File: config.mk
export PLATFORM = sky130hd
export DESIGN_NAME = add
export DESIGN_NICKNAME = d
export VERILOG_FILES = /design/src/rtl/add_pkg.sv /design/src/rtl/add_full_adder.sv /design/src/rtl/add.sv
export SDC_FILE = /design/constraint.sdc
export NUM_CORES = 1
export LEC_CHECK = 0
export CELL_PAD_IN_SITES_DETAIL_PLACEMENT = 1
export CELL_PAD_IN_SITES_GLOBAL_PLACEMENT = 2
export CORE_MARGIN = 3
export CORE_UTILIZATION = 15
export DETAILED_ROUTE_END_ITERATION = 6
export GPL_TIMING_DRIVEN = 1
export PLACE_DENSITY_LB_ADDON = 0.3
export REMOVE_ABC_BUFFERS = 1
export SLEW_MARGIN = 20
export SYNTH_ARGS = -nofsm -noshare
export SYNTH_HDL_FRONTEND = slang
export SYNTH_SLANG_ARGS = --single-unit
File: constraint.sdc
create_clock -name clk -period 2.55 [get_ports clk]
set_clock_uncertainty 0.2 [all_clocks]
set_input_delay 0.255 -clock clk [delete_from_list [all_inputs] [get_ports clk]]
set_output_delay 0.255 -clock clk [all_outputs]
set_load 0.02 [all_outputs]
File: src/rtl/add_pkg.sv
// Shared width constants for the 4-bit ripple-carry adder.
package add_pkg;
  localparam int OP_W  = 4;
  localparam int RES_W = 5;
endpackage

File: src/rtl/add_full_adder.sv
// One-bit full adder cell used as a ripple-carry stage.
module full_adder (
  input  logic a,
  input  logic b,
  input  logic cin,
  output logic s,
  output logic cout
);

  logic p;

  assign p    = a ^ b;
  assign s    = p ^ cin;
  assign cout = (a & b) | (cin & p);

endmodule

File: src/rtl/add.sv
// 4-bit ripple-carry adder with combinational sum and a registered copy.
module add
  import add_pkg::*;
(
  input  logic             clk,
  input  logic             rst,
  input  logic [OP_W-1:0]  num1,
  input  logic [OP_W-1:0]  num2,
  output logic [OP_W-1:0]  out,
  output logic             cout,
  output logic [RES_W-1:0] sum_q
);

  logic [RES_W-1:0] carry;
  logic [RES_W-1:0] sum_d;

  assign carry[0] = 1'b0;

  for (genvar i = 0; i < OP_W; i++) begin : g_fa
    full_adder u_fa (
      .a    (num1[i]),
      .b    (num2[i]),
      .cin  (carry[i]),
      .s    (out[i]),
      .cout (carry[i+1])
    );
  end

  assign cout = carry[OP_W];

  always_comb begin
    sum_d = {cout, out};
    if (rst) sum_d = '0;
  end

  always_ff @(posedge clk) begin
    sum_q <= sum_d;
  end

endmodule

==> results.cfg, run 1 <==
[outcome]
status = finished clean

[cells_and_area]
largest_reg_flops = 5
regArea_um2 = 100
final_core_util = 0.307
regMostFlops = sum_q
drive_gt1_frac = 0.209
stdcell_area_um2 = 468
top_regs = sum_q: 5 flops
syn_to_final_growth_pct = 88.9
instances_no_fill = 59
nets = 58
n_antenna_cell = 0
multi_input_area_um2 = 106
nFillCells = 178

[setup_path]
cp_slowest_cell = fa_1
max_stage_delay_ns = 0.41
path_cells = dlygate4sd2_1 > ha_2 > fa_2 > fa_2 > inv_2 > fa_1 > inv_1 > buf_6
cp_data_required_time_ns = 2.10
critPathCaptureType = output port
crit_fanout = 2
cp.arrival_ns = 2.03
worst_path_most_repeated_cell = fa_2
start_kind = input port
startpoint = num1[0]
path_class = in -> out

[routing]
wirelength_um = 546
drt-vias-per-instance = 3.44
vias = 203
ant_nets = 0
routedWlPerCell_um = 9.25
first_iter_violations = 1
drc_errors = 0
firstDrtPassIters = 2

[global_route]
grt_pass1_wl_um = 779
grt_max_degree = 6
grt.total_usage = 0.0593
grt_overflow_total = 0
antenna_found_initial = 0
first_global_vias = 206

[floorplanning]
die_w_um = 46.6
die-area_um2 = 2180
design.portCount = 20
die_h_um = 46.6
design.core.area_um2 = 1520
start_util = 0.163
rows = 14

[sta]
slew_violations = 0
rsz0062_at_grt = no
hold-worst-slack_ns = 0.297
fmax_ghz = 0.403
tightest_slew_ns = 0.221
hold_viol_final = 0
post-route-period-util = 0.974
setup_viol = 0
period_needed_ns = 2.48
relSlewSlack = 0.852
finalSetupTns_ns = 0

[min_path]
hp-class = in -> reg
hold_end = sum_q[1]$_SDFF_PP0_
hold_start = num2[1]
holdPathStages = 3

[synth]
ys_warn_count = 0
yosys.area.top_type = dfxtp_1
synth.distinct_cells = 7
synth_area_um2 = 248
netlist_instances = 23
ys_seq_area_frac = 0.404
synthTopCellsByArea = dfxtp_1 40%, fa_1 24%, buf_4 12%
syn_area_per_cell_um2 = 10.8
ys_ff_latch = 5
synth_top_area_frac = 0.404

[placed_design]
io_buffers = 19
dp.final_hpwl_um = 467
dp.cells = 55
placed_area_um2 = 435
globalplace.congestion = 0.542

[clock_tree]
clk_path_buf_depth = 2
path_clk_slew_ns = 0.04
cts_tree = built
cts.sinks = 5
cts_hold_buffers = 0
htree_levels = 1
clockRootBuffer = clkbuf_4
cts_buffers = 3

[pwr]
switching_share = 0.289
ir_drop_uv = 192
p_int_w = 0.000199
clkPwrFrac = 0.323
p_comb_frac = 0.362
leakagePower_nw = 0.215
p_per_area_nw_per_um2 = 598
pwr-share-seq = 0.315
p_switching_w = 0.0000810

[flow_run]
maxCapViolCount = 0
routing by layer:
layer	routed length, um	GRT usage	share of wire
met1	169	0.0421	0.31
met2	307	0.0962	0.56
met3	50	0.0156	0.092
met4	19	0.0994	0.035
met5	0	0	0
synthesized netlist by cell type:
cell type,count
fa_1,3
dfxtp_1,5
nor2_1,2
buf_4,4
nor2b_1,3
ha_1,1
inv_1,5
worst max-delay path, delay by kind of cell:
family,cells,cell delay (ns)
fa+ha+maj,4,1.28
buf+inv,4,0.48
power groups by stage:
stage          registers (W)  clock network (W)  logic [W]
2_1_floorplan       0.000100                  0  0.0000373
3_3_place_gp       0.0000895                  0   0.000104
3_5_place_dp       0.0000897                  0   0.000105
4_1_cts            0.0000882          0.0000946   0.000104
5_1_grt            0.0000891           0.000101   0.000109
6_report           0.0000882          0.0000903   0.000101
cell families after synthesis:
family | share of synthesized area
adders and majority gates | 0.293
buffers and inverters | 0.197
and+or+nand+nor | 0.106
DFF | 0.404
through the flow:
| stage | setup WS (ns) | total power [W] |
|---|---|---|
| global route | 0.0117 | 0.000300 |
| detailed placement | -0.708 | 0.000195 |
| global placement | -0.687 | 0.000193 |
| floorplan | 0.288 | 0.000138 |
| CTS | 0.00695 | 0.000287 |
| finish | 0.0668 | 0.000280 |
placed cells by master, fill, tap and decap left out:
master	synthesis	final
fa_2	0	2
nor2b_1	3	3
dlygate4sd2_1	0	4
inv_2	0	1
fa_1	3	1
dfxtp_1	5	5
ha_2	0	1
buf_4	4	1
clkdlybuf4s50_1	0	12
clkbuf_1	0	1
clkdlybuf4s15_1	0	1
nor2_1	2	2
dlymetal6s2s_1	0	1
buf_6	0	1
inv_1	5	4
clkbuf_4	0	3
how the worst max path moves through the flow:
| stage | cells after the start | endpoint | slack, ns |
|---|---|---|---|
| 2_1_floorplan | 6 | out[3] | 0.29 |
| 3_3_place_gp | 8 | out[3] | -0.69 |
| 3_5_place_dp | 8 | out[3] | -0.71 |
| 4_1_cts | 7 | out[3] | 0.007 |
| 5_1_grt | 8 | out[3] | 0.01 |
| 6_report | 8 | out[3] | 0.07 |
layout make-up:
cell class | instances | area share
Clock buffer | 4 | 0.0561
Inverter | 5 | 0.0401
Multi-Input combinational cell | 9 | 0.227
Sequential cell | 5 | 0.214
Tap cell | 16 | 0.0428
Timing Repair Buffer | 20 | 0.420
timing repair:
item | in CTS | in global routing
buffers inserted | 0 | 0
resized for setup | 16 | 1
endpoints found under the setup margin | 3 | 1
pin swaps | 4 | 2
endpoints found under the hold margin | 0 | 0
Note: power is estimated with default switching activity, not from simulation.
==> inputs of run 2 (changes only) <==
Settings changed: CELL_PAD_IN_SITES_DETAIL_PLACEMENT 1 to not set, CELL_PAD_IN_SITES_GLOBAL_PLACEMENT 2 to not set, CORE_AREA set to 3 3 40 42, CORE_MARGIN 3 to not set, CORE_UTILIZATION 15 to not set, DIE_AREA set to 0 0 43 45.
==> results.cfg, run 2 (synthesis gave the netlist of run 1 again) <==
[setup_path]
cp_slowest_cell = fa_1
max_stage_delay_ns = 0.42
cp_data_required_time_ns = 2.10
crit_cells = 8
cp.arrival_ns = 2.01
crit_fanout = 2
worst_path_most_repeated_cell = fa_2
path_cells = clkdlybuf4s15_1 > ha_2 > fa_2 > fa_2 > inv_2 > fa_1 > inv_1 > buf_6
critPathCaptureType = output port
timing.critical_path.buf_inv = 4
start_kind = input port
critPathTopFamily = adder cells
path_class = in -> out

[clock_tree]
clockRootBuffer = clkbuf_4
cts_tree = built
path_clk_slew_ns = 0.04
cts.sinks = 5
cts_buffers = 3
clk_path_buf_depth = 2
htree_levels = 1
cts_hold_buffers = 0

[sta]
hold_viol_final = 0
tightest_slew_ns = 0.222
fmax_ghz = 0.405
post-route-period-util = 0.968
relSlewSlack = 0.852
hold-worst-slack_ns = 0.283
slew_violations = 0
period_needed_ns = 2.47
rsz0062_at_grt = no
setup_viol = 0
finalSetupTns_ns = 0

[cells_and_area]
regArea_um2 = 100
final_cell_mix = 12 x clkdlybuf4s50_1, 5 x dfxtp_1, 4 x inv_1, 4 x dlygate4sd2_1
regMostFlops = sum_q
stdcell_area_um2 = 472
largest_reg_flops = 5
final_common_cell = clkdlybuf4s50_1
drive_gt1_frac = 0.227
syn_to_final_growth_pct = 90.4
n_antenna_cell = 0
multi_input_area_um2 = 106
top_regs = sum_q: 5 flops
nFillCells = 136
nets = 59
final_core_util = 0.367

[global_route]
grt_pass1_wl_um = 841
grt_max_degree = 6
first_global_vias = 224
antenna_found_initial = 0
grt.total_usage = 0.0669
grt_overflow_total = 0

[floorplanning]
die_h_um = 45
die_w_um = 43
start_util = 0.193
design.core.area_um2 = 1280
die-area_um2 = 1940
design.portCount = 20
rows = 13

[min_path]
hp-class = in -> reg
holdPathStages = 3

[routing]
first_iter_violations = 0
routedWlPerCell_um = 9.10
wirelength_um = 537
firstDrtPassIters = 1
ant_nets = 0
drc_errors = 0
vias = 209
drt-vias-per-instance = 3.54

[pwr]
p_per_area_nw_per_um2 = 599
ir_drop_uv = 167
leakagePower_nw = 0.211
total_power_w = 0.000283

[placed_design]
io_buffers = 19
globalplace.congestion = 0.627
placed_area_um2 = 434

[flow_run]
maxCapViolCount = 0

[outcome]
status = finished clean
run 2: path summary, 6_finish.rpt:
kind                  startpoint  slack (ns)                   to
worst min-delay path     num1[0]        0.28  sum_q[0]$_SDFF_PP0_
worst max-delay path     num2[0]        0.08               out[3]
run 2: report_power, final:
part | switching, W | total, W | internal [W]
clock network | 0.0000291 | 0.0000881 | 0.0000589
logic | 0.0000493 | 0.000106 | 0.0000571
registers | 0.00000170 | 0.0000882 | 0.0000866
run 2: repair_timing:
action | CTS | global route
setup endpoints to repair | 3 | 1
cloned | 0 | 0
setup buffers | 1 | 0
pin swaps | 4 | 1
resized for setup | 18 | 0
run 2: final cells by class:
class | instances | area share
timing repair buffer | 21 | 0.427
tap | 15 | 0.0398
sequential | 5 | 0.212
inverter | 5 | 0.0398
clock buffer | 4 | 0.0557
multi-input combinational | 9 | 0.225
run 2: per-stage QoR:
| stage | instances | worst slack, ns |
|---|---|---|
| final | 59 | 0.0820 |
| after global routing | 59 | 0.0115 |
| after CTS | 59 | 0.0440 |
| after detailed placement | 54 | -0.730 |
| after global placement | 54 | -0.667 |
| after floorplan | 19 | 0.288 |
run 2: per-layer routing:
layer,part of all wire,GRT usage,up-vias,routed length (um)
li1,-,-,102,-
met1,0.36,0.0561,87,192
met2,0.42,0.0988,20,228
met3,0.21,0.0359,0,115
met4,0,0.0904,0,0
met5,0,0,-,0
